===== src/rtl/serial_adder_ctrl.sv =====
// Bit-serial WIDTH-bit adder controller wrapped around an external 1-bit full adder.
// One bit pair per cycle, LSB first, with a start/busy/done handshake.
module serial_adder_ctrl #(
  parameter int WIDTH = 8
) (
  input  logic             clk,
  input  logic             rst,
  input  logic             start,
  input  logic [WIDTH-1:0] a_in,
  input  logic [WIDTH-1:0] b_in,
  input  logic             cin,
  output logic             fa_a,
  output logic             fa_b,
  output logic             fa_c,
  input  logic             fa_s,
  input  logic             fa_co,
  output logic [WIDTH-1:0] sum,
  output logic             cout,
  output logic             busy,
  output logic             done
);
  // Handshake: start is sampled only while busy=0 (IDLE or DONE); an edge with
  // start=1 there is the accept edge. done pulses for one cycle, and sum/cout
  // stay valid from done until the next accept edge.
  localparam int CW = $clog2(WIDTH) + 1;
  localparam logic [CW-1:0] CNT_LAST = CW'(WIDTH - 1);

  typedef enum logic [1:0] {IDLE, SHIFT, DONE} state_t;

  state_t           state, state_next;
  logic [WIDTH-1:0] a_sh, b_sh, sum_next;
  logic [CW-1:0]    cnt;
  logic             carry;
  logic             accept, last;

  always_comb begin
    state_next = state;
    accept     = 1'b0;
    last       = 1'b0;
    case (state)
      IDLE: begin
        if (start) begin
          accept     = 1'b1;
          state_next = SHIFT;
        end
      end
      SHIFT: begin
        if (cnt == CNT_LAST) begin
          last       = 1'b1;
          state_next = DONE;
        end
      end
      DONE: begin
        if (start) begin
          accept     = 1'b1;
          state_next = SHIFT;
        end else begin
          state_next = IDLE;
        end
      end
      default: state_next = IDLE;
    endcase
  end

  // New sum bit enters at the MSB; written this way so WIDTH=1 needs no slice.
  always_comb begin
    sum_next            = sum >> 1;
    sum_next[WIDTH-1]   = fa_s;
  end

  always_ff @(posedge clk) begin
    if (rst) begin
      state <= IDLE;
      a_sh  <= '0;
      b_sh  <= '0;
      carry <= 1'b0;
      cnt   <= '0;
      sum   <= '0;
      cout  <= 1'b0;
    end else begin
      state <= state_next;
      if (accept) begin
        a_sh  <= a_in;
        b_sh  <= b_in;
        carry <= cin;
        cnt   <= '0;
        sum   <= '0;
        cout  <= 1'b0;
      end else if (state == SHIFT) begin
        a_sh  <= a_sh >> 1;
        b_sh  <= b_sh >> 1;
        carry <= fa_co;
        cnt   <= cnt + CW'(1);
        sum   <= sum_next;
        if (last) cout <= fa_co;
      end
    end
  end

  assign busy = (state == SHIFT);
  assign done = (state == DONE);
  assign fa_a = busy & a_sh[0];
  assign fa_b = busy & b_sh[0];
  assign fa_c = busy & carry;

endmodule


===== config.mk =====
export PLATFORM = sky130hd
export DESIGN_NAME = serial_adder_ctrl
export DESIGN_NICKNAME = d
export VERILOG_FILES = /design/src/rtl/serial_adder_ctrl.sv
export SDC_FILE = /design/constraint.sdc
export NUM_CORES = 1
export LEC_CHECK = 0
export CORE_ASPECT_RATIO = 1.25
export CORE_MARGIN = 1.5
export CORE_UTILIZATION = 46
export DETAILED_ROUTE_END_ITERATION = 12
export PLACE_DENSITY = 0.82
export SLEW_MARGIN = 20
export SYNTH_ARGS = -nofsm -noshare
export SYNTH_HDL_FRONTEND = slang
export SYNTH_SLANG_ARGS = --single-unit

===== constraint.sdc =====
create_clock -name clk -period 1.3 [get_ports clk]
set_input_delay 0.26 -clock clk [delete_from_list [all_inputs] [get_ports clk]]
set_output_delay 0.26 -clock clk [all_outputs]
set_load 0.02 [all_outputs]

**After elaboration in Yosys (flattened, before gate mapping)**

Index checks and enable logic that the tools add are counted.

- Register bits: 32
- Input bits: 22
- Output and inout bits: 14
- Logic and storage cells: 36

- $add $sub $neg: 1
- Equality and inequality tests: 5
- Muxes and demuxes: 14
- Bitwise logic cells: 3
- Reduce and logical (&&, ||, !) cells: 6

Operators by type and width:

| cell | number |
|---|---|
| 8-bit 2-to-1 mux | 4 |
| 1-bit 2-to-1 mux | 7 |
| 2-bit case mux with 3 select lines | 1 |
| 4-bit by 1-bit adder with 4-bit output (second input constant) | 1 |
| 4-bit by 3-bit == test with 1-bit output (second input constant) | 1 |
| 2-bit 2-to-1 mux | 2 |
| 2-bit AND reduction | 2 |
| 2-bit OR reduction | 2 |
| 1-bit AND | 3 |
| 2-bit by 1-bit == test with 1-bit output (second input constant) | 1 |
| 2-bit == test (second input constant) | 1 |
| 2-bit zero test | 1 |
| 2-bit by 1-bit inequality test with 1-bit output (second input constant) | 1 |
| 2-bit inequality test (second input constant) | 1 |
| 2-bit nonzero test | 1 |

**Longest topological paths before layout**

- Depth in word-level cells: 4
- Gate-level depth with buffers: 5
- Mapped depth without buffers: 4

**Least setup slack after synthesis**

No wires, ideal clock.

- Path kind: register -> output
- Start: register state[1]
- End: output fa_a
- Arrival time: 1,020 ps
- Required time: 1,040 ps
- Setup slack: 20 ps
- Cell stages (with the launch flop): 5
- Buffers on the path: 1
- Cell sequence: dfxtp_1 > nand2b_1 > inv_2 > buf_2 > and2_1

- Cells in the longest elaborated chain, start to end: 2

Ends and longest elaborated chain:

| what | RTL line | RTL |
|---|---|---|
| start, declared | 30 | `state_t state, state_next;` |
| start signal, assigned | 81 | `state <= state_next;` |
| 2-bit by 1-bit == test with 1-bit output | 100 | `assign busy = (state == SHIFT);` |
| net busy | 19 | `output logic busy,` |
| 1-bit AND | 102 | `assign fa_a = busy & a_sh[0];` |
| end, declared | 12 | `output logic fa_a,` |

The timed path passes the listed nets, and every way through them passes these cells.

**Worst setup path after layout**

- Start: register state[1]
- End: output fa_a

- Cells in the longest elaborated chain, start to end: 2

Ends and longest elaborated chain:

| what | RTL line |
|---|---|
| 2-bit by 1-bit == test with 1-bit output | 100 |
| 1-bit AND | 102 |

Every way passes these cells.

==> results.json <==
{
  "status": "complete, but fails checks",
  "violations": "setup timing",
  "grt_max_degree": 31,
  "clk_path_buf_depth": 2,
  "die_x_um": 50.3,
  "dieArea_um2": 3120,
  "hpwl_um": 2070,
  "fin_worst_skew_ns": 0.00406,
  "root_buffer": "clkbuf_4",
  "max-cap-violations": 0,
  "yosysUniqueCellTypes": 27,
  "core_um2": 2650,
  "routedWlPerCell_um": 12.5,
  "min_period_ns": 1.39,
  "cp.arrival_ns": 1.13,
  "avgSynthCellArea_um2": 8.50,
  "grt_pass1_wl_um": 4580,
  "ys_seq_area_share_pct": 49.9,
  "timing.fmax_mhz": 718,
  "worstSetupPathType": "register to output pin",
  "grt_pass1_vias": 1058,
  "setup_ws_ns": -0.0928,
  "tightest_slew_ns": 0.303,
  "dr_total_vias": 1250,
  "diodes": 0,
  "remaining_drc_errors": 0,
  "synth_top_flop_cell": "dfxtp_1",
  "finalHoldViolations": 0,
  "reg2regPathDepth": 4,
  "ys_warn_count": 0,
  "avgViaCountPerCell": 5.43,
  "finalMaxSlewViolations": 0,
  "hold_ws_ns": 0.472,
  "place.gp.congestion": 0.709,
  "drt_iter0_drc": 23,
  "synth_edf_count": 0,
  "path_max_fanout": 6,
  "fin_crit_sh_pct": 107,
  "critPathSlowestCell": "dfxtp_2",
  "clock_sinks": 32,
  "total_power_uw": 2030,
  "antenna_found_initial": 0,
  "drive_gt1_share_pct": 23.5,
  "hold_path.class": "register to register",
  "p_per_area_nw_per_um2": 1120,
  "fin_area_um2": 1810,
  "groute.usage.overall_pct": 20.2,
  "die_y_um": 62.1,
  "synthArstFlopShare_pct": 0,
  "place_ws_ns": -0.296,
  "insertion_delay_ns": 0.33,
  "cts_buffers": 5,
  "hold_depth": 2,
  "path_cells": "nand2b_4, inv_4, and2_4, buf_6",
  "postRouteAntennaNets": 0,
  "finalSetupTns_ns": -0.383,
  "overflow": 0,
  "syn_area_um2": 1280,
  "syn_to_final_growth_pct": 40.9,
  "startpoint_type": "register",
  "final_nets": 218,
  "placed_area_um2": 1700,
  "ys_seq_elements": 32,
  "slew-limit-headroom_pct": 79.8,
  "drt_wl_total_um": 2880,
  "critPathRequiredTime_ns": 1.04,
  "syn_inst": 151,
  "ir_drop_uv": 680,
  "ctsHtreeMaxLevel": 2,
  "finalSetupViolCount": 5,
  "io_pins": 36,
  "syn-num-nets": 174,
  "std_cell_rows": 21,
  "rsz0062_at_grt": "true",
  "port_buffers": 35,
  "cts_hold_buf": 0,
  "drtPass1Iterations": 4,
  "leakage_uw": 0.000693,
  "clk_pin_slew_ns": 0.09,
  "cts_tree": "yes",
  "start_util_pct": 48.4,
  "critical_path.max_stage_delay_ns": 0.33,
  "end_kind": "output pin"
}
## final timing paths
kind	from	endpoint	slack, ns
min	sum[1]	sum[1]	0.47
max	state[1]	fa_a	-0.09
min reg2reg	sum[1]	sum[1]	0.47
max reg2reg	state[1]	cnt[3]	0.04
## layout make-up
type,instances,area [um^2]
clock inverters,2,10.0
fillers,220,845
multi-input cells,104,581
inverters,2,10.0
clock buffers,6,51.3
repair buffers,50,472
well taps,34,42.5
flip-flops and latches,32,643
## cells in the final DEF, fill, tap and decap left out, drive strengths merged, types with 2 or more instances in the layout
master and n:
a22oi 3, dfxtp 32, nand2b 2, clkdlybuf4s50 21, clkdlybuf4s15 2, nor2b 2
a21oi 15, clkinv 2, nand3 6, o22ai 10, nor2 3, buf 20
nand3b 2, nand2 24, inv 2, o21ai 3, a31oi 2, clkbuf 13
and2 3, nor3 22
## worst max-delay path, delay by kind of cell, from the launching register on
kind / cells / cell delay (ns)
buf+inv: 2 / 0.19
flops: 1 / 0.33
simple gates: 2 / 0.28
## registers in the layout, summed over array words and instances (netlist names)
register,count
cnt,4
sum,8
carry,1
a_sh,8
b_sh,8
cout,1
state,2
## repair_timing
| item | CTS | global route |
|---|---|---|
| setup buffers | 3 | 2 |
| gates resized for setup | 55 | 14 |
| endpoints found under the setup margin | 15 | 17 |
| pin swaps | 3 | 0 |
## power breakdown
group	internal [uW]	total, uW	switching [uW]
logic	195	368	173
registers	1040	1070	32.1
clock network	257	590	333
total	1490	2030	538
## synth_stat cells (2+ instances only)
cell type   n  area, um^2
a21oi_1    15        75.1
a22oi_1     3        22.5
a31oi_1     2        12.5
and2_1      3        18.8
buf_2       5        25.0
buf_4       6        45.0
dfxtp_1    32         641
nand2_1    24        90.1
nand2b_1    2        12.5
nand3_1     6        30.0
nand3b_1    2        15.0
nor2_1      3        11.3
nor2b_1     2        12.5
nor3_1     22         110
o21ai_0     3        15.0
o22ai_1    10        62.6
## per-stage QoR
stage | util, % | instances
finish | 68.2 | 230
global route | 68.2 | 230
CTS | 68.1 | 228
detailed placement | 64.0 | 218
global placement | 64.0 | 218
floorplan | - | 151
## layer usage
layer	wire length (um)	track usage, %
met1	1210	19.8
met2	1450	37.6
met3	174	7.18
met4	45	10.7
met5	0	0
## cells by family (layout without fill, tap and decap cells)
| family | Yosys count | count (layout) | synth area share, % |
|---|---|---|---|
| xor gates and xnor gates | 2 | 2 | 1.36 |
| AOI/OAI and AO/OA | 35 | 35 | 15.9 |
| buffers and inverters | 15 | 60 | 7.21 |
| DFF | 32 | 32 | 49.9 |
| adders and majority gates | 1 | 1 | 0.975 |
| muxes | 1 | 1 | 0.780 |
| and+or+nand+nor | 65 | 65 | 23.9 |
Power figures use the tool's default switching activity.
